<file path="src/rtl/v_lane_writeback.sv">
// v_lane_writeback: captures lane result groups on done and writes 1/2/4 vector registers
// through a valid/ready port with tail-undisturbed byte enables.
module v_lane_writeback #(
  parameter int VLEN      = 128,
  parameter int NREG_ADDR = 5,
  parameter int VL_W      = 7
) (
  input  logic                 clk,
  input  logic                 nrst,
  input  logic                 done,
  input  logic                 is_mul,
  input  logic [2:0]           lmul,
  input  logic [2:0]           vsew,
  input  logic [VL_W-1:0]      vl,
  input  logic [NREG_ADDR-1:0] vd,
  input  logic [VLEN-1:0]      result_valu_1,
  input  logic [VLEN-1:0]      result_valu_2,
  input  logic [VLEN-1:0]      result_valu_3,
  input  logic [VLEN-1:0]      result_valu_4,
  input  logic [VLEN-1:0]      result_vmul_1,
  input  logic [VLEN-1:0]      result_vmul_2,
  input  logic [VLEN-1:0]      result_vmul_3,
  input  logic [VLEN-1:0]      result_vmul_4,
  output logic                 vrf_we,
  output logic [NREG_ADDR-1:0] vrf_addr,
  output logic [VLEN-1:0]      vrf_wdata,
  output logic [15:0]          vrf_be,
  input  logic                 vrf_ready,
  output logic                 busy,
  output logic                 wb_done,
  output logic                 overrun
);
  typedef enum logic [1:0] {IDLE, WRITE, DONE} state_t;
  state_t                state_q, state_d;
  logic [1:0]            k_q, k_d, last_q, last_d, sew_q, sew_d;
  logic [VL_W-1:0]       vl_q, vl_d;
  logic [NREG_ADDR-1:0]  vd_q, vd_d;
  logic [VLEN-1:0]       grp_q [4];
  logic [VLEN-1:0]       grp_d [4];
  logic                  overrun_q, overrun_d;
  always_comb begin
    state_d   = state_q;
    k_d       = k_q;
    last_d    = last_q;
    sew_d     = sew_q;
    vl_d      = vl_q;
    vd_d      = vd_q;
    grp_d     = grp_q;
    overrun_d = overrun_q | (done && state_q == WRITE);
    if (done && state_q != WRITE) begin
      if (is_mul) grp_d = '{result_vmul_1, result_vmul_2, result_vmul_3, result_vmul_4};
      else        grp_d = '{result_valu_1, result_valu_2, result_valu_3, result_valu_4};
      last_d  = lmul == 3'b001 ? 2'd1 : lmul == 3'b010 ? 2'd3 : 2'd0;
      sew_d   = vsew > 3'd2 ? 2'd2 : vsew[1:0];
      vl_d    = vl;
      vd_d    = vd;
      k_d     = '0;
      state_d = vl == '0 ? DONE : WRITE;
    end else if (state_q == DONE) begin
      state_d = IDLE;
    end else if (state_q == WRITE && vrf_ready) begin
      k_d     = k_q + 2'd1;
      state_d = k_q == last_q ? DONE : WRITE;
    end
  end
  always_ff @(posedge clk or negedge nrst) begin
    if (!nrst) begin
      state_q   <= IDLE;
      k_q       <= '0;
      last_q    <= '0;
      sew_q     <= '0;
      vl_q      <= '0;
      vd_q      <= '0;
      grp_q     <= '{default: '0};
      overrun_q <= 1'b0;
    end else begin
      state_q   <= state_d;
      k_q       <= k_d;
      last_q    <= last_d;
      sew_q     <= sew_d;
      vl_q      <= vl_d;
      vd_q      <= vd_d;
      grp_q     <= grp_d;
      overrun_q <= overrun_d;
    end
  end
  assign vrf_we    = state_q == WRITE;
  assign busy      = state_q != IDLE;
  assign wb_done   = state_q == DONE;
  assign overrun   = overrun_q;
  assign vrf_addr  = vrf_we ? vd_q + NREG_ADDR'(k_q) : '0;
  assign vrf_wdata = vrf_we ? grp_q[k_q] : '0;
  // Byte b of register k holds element (16k+b)>>sew; bytes past vl stay untouched.
  always_comb begin
    vrf_be = '0;
    for (int b = 0; b < 16; b++)
      vrf_be[b] = vrf_we && ((VL_W'({k_q, 4'(b)}) >> sew_q) < vl_q);
  end
endmodule

</file>
<file path="config.mk">
export PLATFORM = sky130hd
export DESIGN_NAME = v_lane_writeback
export DESIGN_NICKNAME = d
export VERILOG_FILES = /design/src/rtl/v_lane_writeback.sv
export SDC_FILE = /design/constraint.sdc
export NUM_CORES = 1
export LEC_CHECK = 0
export CAP_MARGIN = 20
export CELL_PAD_IN_SITES_DETAIL_PLACEMENT = 1
export CELL_PAD_IN_SITES_GLOBAL_PLACEMENT = 1
export CORE_AREA = 2 2 466 468
export CTS_BUF_LIST = sky130_fd_sc_hd__clkbuf_4
export DETAILED_ROUTE_END_ITERATION = 10
export DIE_AREA = 0 0 468 470
export DONT_BUFFER_PORTS = 1
export PLACE_DENSITY = 0.42
export SLEW_MARGIN = 15
export SYNTH_ARGS = -nofsm -noshare
export SYNTH_HDL_FRONTEND = slang
export SYNTH_SLANG_ARGS = --single-unit
</file>
<file path="constraint.sdc">
create_clock -name clk -period 6.1 [get_ports clk]
set_input_delay 0.915 -clock clk [delete_from_list [all_inputs] [get_ports clk]]
set_output_delay 0.915 -clock clk [all_outputs]
set_load 0.02 [all_outputs]
</file>
== Word-level counts from Yosys, hierarchy flattened ==
Cells that the tools add are included.

* $add $sub $neg: 2
* Magnitude comparators: 18
* Equal/unequal tests: 7
* Shift operators: 16
* Muxes and demuxes: 17
* Bitwise operators: 2
* Reduce and logical (&&, ||, !) cells: 24

{| class="wikitable"
|+ Operator list
! kind !! number
|-
| $mux W512 || 1
|-
| $mux W128 || 3
|-
| $bmux W128 S2 || 1
|-
| $lt A7 B7 Y1 || 16
|-
| $shr A6 B2 Y7 || 16
|-
| $mux W2 || 11
|-
| $logic_and A1 B1 Y1 || 19
|-
| $logic_not A7 Y1 || 1
|-
| $add A5 B2 Y5 || 1
|-
| $mux W5 || 1
|-
| $ne A2 B1 Y1 const B || 2
|-
| $reduce_bool A2 Y1 || 2
|-
| $eq A3 B1 Y1 const B || 1
|-
| $eq A3 B2 Y1 const B || 1
|-
| $ge A3 B3 Y1 const B || 1
|-
| $gt A3 B2 Y1 const B || 1
|-
| $not A2 Y3 || 1
|-
| $reduce_bool A3 Y1 || 1
|-
| $add A2 B1 Y2 const B || 1
|-
| $eq A2 B1 Y1 const B || 1
|-
| $eq A2 B2 Y1 || 1
|-
| $eq A2 B2 Y1 const B || 1
|-
| $reduce_and A2 Y1 || 1
|-
| $or A1 B1 Y1 || 1
|}

* Bits in registers: 533
* Input bits: 1047
* Output and inout bits: 153
* Logic and storage cells: 97

== Logic depth before layout (Yosys ltp) ==
Gate-level depths: netlist of the first run.

* Word-level depth: 5
* Depth in mapped cells: 9

== Worst setup path before layout of the first run ==
OpenSTA, ideal clock, no wires.

* Kind: reg-to-output
* Start: register k_q[0]
* End: output vrf_be[2]
* Arrival: 2051 ps
* Required time: 5185 ps
* Path slack: 3134 ps
* Stages on the path, launching flop included: 9
* Path buffers: 2
* Cell sequence: dfrtp_1 -> buf_6 -> buf_2 -> inv_1 -> nor2_1 -> or2_2 -> ha_1 -> a211o_1 -> a21oi_1

* Word-level cells in the longest chain between the ends: 3

{| class="wikitable"
|+ Ends and longest elaborated chain
! what !! RTL line !! text
|-
| start, declared || 35 || <nowiki>logic [1:0] k_q, k_d, last_q, last_d, sew_q, sew_d;</nowiki>
|-
| start signal, assigned || 78 || <nowiki>k_q <= k_d;</nowiki>
|-
| $shr A6 B2 Y7 || 97 || <nowiki>vrf_be[b] = vrf_we && ((VL_W'({k_q, 4'(b)}) >> sew_q) < vl_q);</nowiki>
|-
| $lt A7 B7 Y1 || 97 ||
|-
| $logic_and A1 B1 Y1 || 97 ||
|-
| end, declared || 27 || <nowiki>output logic [15:0] vrf_be,</nowiki>
|}

No other way between the ends.

== Final worst setup path of the first run ==
Same ends and word-level chain as after synthesis.

==> impl_metrics.env, run 1 <==
export IMPL_synth_nets=3825
export IMPL_viasPerCell=3.88
export IMPL_synth_largest_area_cell="dfrtp_1"
export IMPL_fp_row_count=171
export IMPL_path_max_fanout=35
export IMPL_die_w_microns=468
export IMPL_worst_pin_slew_ps=1760
export IMPL_ir_worst_vdd_uv=239
export IMPL_cp_slowest_cell="dfrtp_4"
export IMPL_final_layout_size_suffix_gt1_share_pct=11.0
export IMPL_hold_ws_ps=200
export IMPL_portBuffers=0
export IMPL_syn2layout_area_growth_pct=52.1
export IMPL_path_buf_inv=1
export IMPL_leakage_uw=0.0190
export IMPL_synth_edff_count=0
export IMPL_grt_antenna_before_repair=92
export IMPL_hold_viol=0
export IMPL_grt_pass1_wl_microns=227000
export IMPL_path_cells="inv_1, o31ai_1, ha_1, nand3_1, nor2_1, a21oi_1"
export IMPL_grt_max_degree=534
export IMPL_synthArstFlopShare_pct=100
export IMPL_syn_area_sq_um=29100
export IMPL_crit_type="reg2out"
export IMPL_ys_ff_latch=533
export IMPL_worstPathArrival_ps=4180
export IMPL_drc=0
export IMPL_min_period_over_period_pct=83.5
export IMPL_htreeDepth=4
export IMPL_crit_cells=6
export IMPL_wl_per_cell_microns=24.4
export IMPL_cp_slowest_stage_delay_ps=920
export IMPL_synth_cell_type_count=34
export IMPL_dieArea_sq_um=220000
export IMPL_clk_pin_slew_worst_paths_ps=60
export IMPL_clk_latency_ps=1150
export IMPL_first_global_vias=28800
export IMPL_hold_path_class="in2reg"
export IMPL_finalSetupViolCount=0
export IMPL_violations="slew limit"
export IMPL_drt_initial_drc_count=1326
export IMPL_clock_root_buffer="clkbuf_4"
export IMPL_min_path_cells=2
export IMPL_postRouteWirelength_microns=165000
export IMPL_synth_top_area_share_pct=45.9
export IMPL_avgSynthCellArea_sq_um=10.6
export IMPL_post_cts_setup_buffers=0
export IMPL_start_util_pct=13.5
export IMPL_vias=26300
export IMPL_synth_area_leaders="dfrtp_1 46%, mux2i_1 18%, mux4_2 9.9%, o21ai_0 8.7%, nand2_1 7.1%"
export IMPL_cts_tree="yes"
export IMPL_cts_buffer_depth=3
export IMPL_yosysWarnings=0
export IMPL_ys_flop_type="dfrtp_1"
export IMPL_fmax_mhz=196
export IMPL_die_height_microns=470
export IMPL_cp_end_kind="primary output"
export IMPL_slew_headroom_pct=-17.2
export IMPL_drt_pass1_iter_count=5
export IMPL_cts_made_buffers=175
export IMPL_track_usage_pct=14.6
export IMPL_dp_hpwl_microns=121000
export IMPL_path_delay_family="compound AO/OA/AOI/OAI gates"
export IMPL_ys_seq_area_share_pct=45.9
export IMPL_fin_setup_tns_ps=0
export IMPL_grt_overflow_total=0
export IMPL_post_route_cell_area_sq_um=44200
export IMPL_clock_sinks=533
export IMPL_outcome="complete, but fails checks"
export IMPL_skew_ps=60.5
export IMPL_cp_required_ps=5180
export IMPL_reg2reg_slack_ps=3280
export IMPL_gp_congestion=1.00
export IMPL_place_area_sq_um=31700
export IMPL_period_needed_ps=5090
export IMPL_cp_start_kind="flop"
export IMPL_synthCells=2750
export IMPL_ant_nets=0
export IMPL_cap_violations=0
export IMPL_fp_coreArea_sq_um=216000
export IMPL_ios=1200
export IMPL_rr_worst_depth=4
export IMPL_rsz0062_at_grt="false"
export IMPL_slew_viol_final=220
export IMPL_fin_nets=4818
export IMPL_powerDensity_nw_per_um2=417
[report_power, final]
part	switching (uW)	internal [uW]
Sequential	1370	5230
Combinational	4860	3160
Clock	1910	1920
[state kept, by name (all words and copies together), names as in the netlist]
register  count
overrun       1
sew_q         2
vl_q          7
vd_q          5
last_q        2
k_q           2
state_q       2
grp_q       512
[synth_stat cells (21+ instances only)]
| master | number |
|---|---|
| dfrtp_1 | 533 |
| nand2_1 | 552 |
| ha_1 | 27 |
| o21ai_1 | 26 |
| clkbuf_1 | 55 |
| buf_2 | 121 |
| mux2i_1 | 513 |
| and2_1 | 132 |
| a21oi_1 | 25 |
| o21ai_0 | 504 |
| nor2_1 | 21 |
| mux4_2 | 128 |
[cell usage in the layout, fill, tap and decap left out, types with 25 or more instances in the layout]
| cell | instances |
|---|---|
| o21ai_0 | 504 |
| dlygate4sd3_1 | 1014 |
| mux4_2 | 128 |
| dfrtp_1 | 531 |
| clkbuf_4 | 249 |
| diode_2 | 42 |
| and2_1 | 132 |
| clkinv_1 | 34 |
| nand2_1 | 551 |
| a21oi_1 | 25 |
| ha_1 | 27 |
| o21ai_1 | 26 |
| mux2i_1 | 512 |
[stage by stage]
step | total power [uW] | util (%) | std cells | setup WS, ps
global route | 20000 | 20.5 | 6760 | 581
floorplan | 11500 | - | 2750 | 3130
finish | 18400 | 20.5 | 6763 | 1010
global placement | 14000 | 14.7 | 5401 | 2200
detailed placement | 14100 | 14.7 | 5402 | 2140
CTS | 18900 | 20.4 | 6714 | 738
[cell families after synthesis]
kind of cell / Yosys count / synth area share, %
AO/OA/AOI/OAI: 575 / 10.1
XOR/XNOR: 7 / 0.211
adder cells (fa/ha/maj): 28 / 1.23
buffers and inverters: 234 / 4.19
flip-flops: 533 / 45.9
multiplexers: 642 / 27.6
AND/OR/NAND/NOR: 731 / 10.8
[final timing paths]
path | startpoint | endpoint
worst min register to register | grp_q[127] | grp_q[127]
min in group asynchronous | nrst | grp_q[451]
worst max-delay path | k_q[0] | vrf_be[2]
worst min-delay path | result_valu_1[111] | grp_q[495]
max in group asynchronous | nrst | k_q[0]
worst max register to register | state_q[1] | grp_q[463]
[layer usage]
layer / global-route usage [%] / part of all wire, % / vias to the layer above
li1: - / - / 11800
met1: 17.3 / 41 / 13000
met2: 24.2 / 48 / 1119
met3: 4.67 / 7.5 / 326
met4: 5.69 / 3.6 / 28
met5: 0 / 0.12 / -
[timing repair]
action / 4_1_cts / 5_1_grt
hold buffers: 1011 / 3
resized for setup: 0 / 0
hold endpoints to repair: 1050 / 142
[layout make-up]
type                       instances  area (sq um)
clock inverter                    52           300
tap                             2854          3570
inverter                          14          57.6
fill                           24800        171000
sequential                       533         13300
antenna                           42           105
timing repair buffer            1036         10500
multi-input combinational       1983         14500
clock buffer                     249          1870
Power figures use the tool's default switching activity.
==> inputs of run 2 (changes only) <==
Settings changed: CORE_AREA 2 2 466 468 to 2 2 463 465, DIE_AREA 0 0 468 470 to 0 0 465 467, PLACE_DENSITY 0.42 to 0.43.
Clock period 6.1 ns to 4.5 ns, I/O delays scaled along.
==> run 2 against run 1 <==
Effect of this change: the flow still finishes with violations (slew limit); clock skew up 11 ps; non-clock buffer count increased by 107; first-iteration DRC count shrank 13%; worst setup slack worse by 710 ps; via count increased by 1.3%; cell area up 2.9%; critical endpoint is now vrf_wdata[79]; flip-flop and latch count stayed put; largest power group unchanged; critical path type unchanged; die area is 1.3% lower; sequential power is 33% higher; global-route usage increased by 0.36 points; wire length up 1.2%; combinational power rose by 46%.
==> impl_metrics.env, run 2 (synthesis results as in run 1) <==
export IMPL_hold_path_startpoint="result_vmul_4[117]"
export IMPL_fin_setup_tns_ps=0
export IMPL_postRouteWirelength_microns=167000
export IMPL_fp_coreArea_sq_um=212000
export IMPL_fin_nets=4929
export IMPL_cts_buffer_depth=3
export IMPL_die_height_microns=467
export IMPL_vias=26600
export IMPL_grt_max_degree=534
export IMPL_path_cells="buf_12, mux4_2, and2_1"
export IMPL_syn2layout_area_growth_pct=56.6
export IMPL_htreeDepth=4
export IMPL_clk_latency_ps=1140
export IMPL_switching_share_pct=43.5
export IMPL_leakage_uw=0.0196
export IMPL_switchingPower_uw=11300
export IMPL_setup_ws_ps=293
export IMPL_path_delay_family="multiplexers"
export IMPL_layout_commonest_cell="dlygate4sd3_1"
export IMPL_dieArea_sq_um=217000
export IMPL_pre_cts_slack_ps=1130
export IMPL_worstPathArrival_ps=3530
export IMPL_hold_viol=0
export IMPL_timing_rr_start="state_q[1]"
export IMPL_final_layout_size_suffix_gt1_share_pct=11.7
export IMPL_n_fill_cell=24200
export IMPL_p_comb_share_pct=45.2
export IMPL_ir_worst_vdd_uv=365
export IMPL_track_usage_pct=14.9
export IMPL_die_w_microns=465
export IMPL_clock_sinks=533
export IMPL_post_route_cell_area_sq_um=45500
export IMPL_cp_start_kind="flop"
export IMPL_critPathLaunch="k_q[0]"
export IMPL_grt_overflow_total=0
export IMPL_fmax_mhz=238
export IMPL_clock_root_buffer="clkbuf_4"
export IMPL_drt_initial_drc_count=1160
export IMPL_post_cts_setup_buffers=0
export IMPL_cp_slowest_cell="mux4_2"
export IMPL_wl_per_cell_microns=24.3
export IMPL_slew_viol_final=37
export IMPL_intPower_uw=14700
export IMPL_finalSetupViolCount=0
export IMPL_fp_row_count=169
export IMPL_clkPwrFrac_pct=20.9
export IMPL_cap_violations=0
export IMPL_grt_antenna_before_repair=110
export IMPL_drc=0
export IMPL_worst_pin_slew_ps=1530
export IMPL_place_area_sq_um=31900
export IMPL_gp_congestion=0.995
export IMPL_reg_top3="grp_q: 512 flops, vl_q: 7 flops, vd_q: 5 flops"
export IMPL_regMostFlops="grp_q"
export IMPL_ios=1200
export IMPL_powerDensity_nw_per_um2=571
export IMPL_dp_hpwl_microns=122000
export IMPL_grt_pass1_wl_microns=229000
export IMPL_first_global_vias=29400
export IMPL_min_period_over_period_pct=93.5
export IMPL_cts_made_buffers=179
export IMPL_cp_slowest_stage_delay_ps=660
export IMPL_seq_power_share_pct=33.9
export IMPL_final_cell_mix="1094 x dlygate4sd3_1, 551 x nand2_1, 529 x dfrtp_1, 512 x mux2i_1, 504 x o21ai_0"
export IMPL_cts_tree="yes"
export IMPL_outcome="complete, but fails checks"
export IMPL_largest_reg_flops=512
export IMPL_cp_end_kind="primary output"
export IMPL_violations="slew limit"
export IMPL_path_max_fanout=73
export IMPL_path_buf_inv=1
export IMPL_slew_headroom_pct=-2.12
export IMPL_hold_ws_ps=264
export IMPL_period_needed_ps=4210
export IMPL_viasPerCell=3.88
export IMPL_crit_type="reg2out"
export IMPL_start_util_pct=13.7
export IMPL_skew_ps=71.8
export IMPL_drt_pass1_iter_count=5
export IMPL_cp_required_ps=3830
export IMPL_ant_nets=0
export IMPL_hold_path_class="in2reg"
export IMPL_clk_pin_slew_worst_paths_ps=70
export IMPL_portBuffers=0
-- run 2: worst paths after layout --
path / slack [ps] / depth (start not counted) / endpoint
max: 290 / 3 / vrf_wdata[79]
min in group asynchronous: 700 / 4 / grp_q[480]
min reg2reg: 470 / 2 / grp_q[155]
min: 260 / 3 / grp_q[117]
max reg2reg: 1440 / 6 / grp_q[97]
max in group asynchronous: 2260 / 5 / k_q[1]
-- run 2: layer usage --
layer / global-route usage (%) / part of all wire [%]
met1: 17.0 / 39
met4: 6.29 / 4.3
met5: 0 / 0.14
met3: 5.46 / 8.3
met2: 25.1 / 48
-- run 2: power by group through the flow --
stage          Clock, uW  Combinational [uW]  Sequential, uW
2_1_floorplan          0                7600            7920
3_3_place_gp           0               10400            8900
3_5_place_dp           0               10600            8930
4_1_cts             5790               11800            8870
5_1_grt             6020               13000            9120
6_report            5430               11700            8800
-- run 2: area by class of cell --
| cell class | instances | area (sq um) | share of cell area [%] |
|---|---|---|---|
| diodes | 57 | 143 | 0.313 |
| clock buffers | 252 | 1890 | 4.16 |
| clock inverters | 55 | 380 | 0.835 |
| inverters | 14 | 57.6 | 0.126 |
| multi-input cells | 1983 | 14600 | 32.0 |
| flip-flops and latches | 533 | 13300 | 29.3 |
| well taps | 2821 | 3530 | 7.75 |
| repair buffers | 1143 | 11600 | 25.5 |
-- run 2: through the flow --
| stage | utilization [%] | cells | power (uW) |
|---|---|---|---|
| 6_report | 21.5 | 6858 | 26000 |
| 5_1_grt | 21.5 | 6845 | 28100 |
| 4_1_cts | 21.4 | 6793 | 26500 |
| 3_5_place_dp | 15.1 | 5393 | 19500 |
| 3_3_place_gp | 15.1 | 5393 | 19300 |
| 2_1_floorplan | - | 2750 | 15500 |
-- run 2: worst min-delay path: cells and delay by family --
kind	cells	cell delay (ps)
compound gates	1	110
buf+inv	1	550
mux	1	40
-- run 2: timing repair --
action,in CTS,in global routing
gates resized for setup,5,2
endpoints found under the hold margin,1066,285
hold buffers,1092,4
gates cloned,1,0
setup endpoints to repair,12,4
==> inputs of run 3 (changes only) <==
Settings changed: CAP_MARGIN 20 to default, CTS_CLUSTER_SIZE from default to 20.
==> results of run 3 <==
The final DEF is identical to that of run 2; final timing and power are the same.
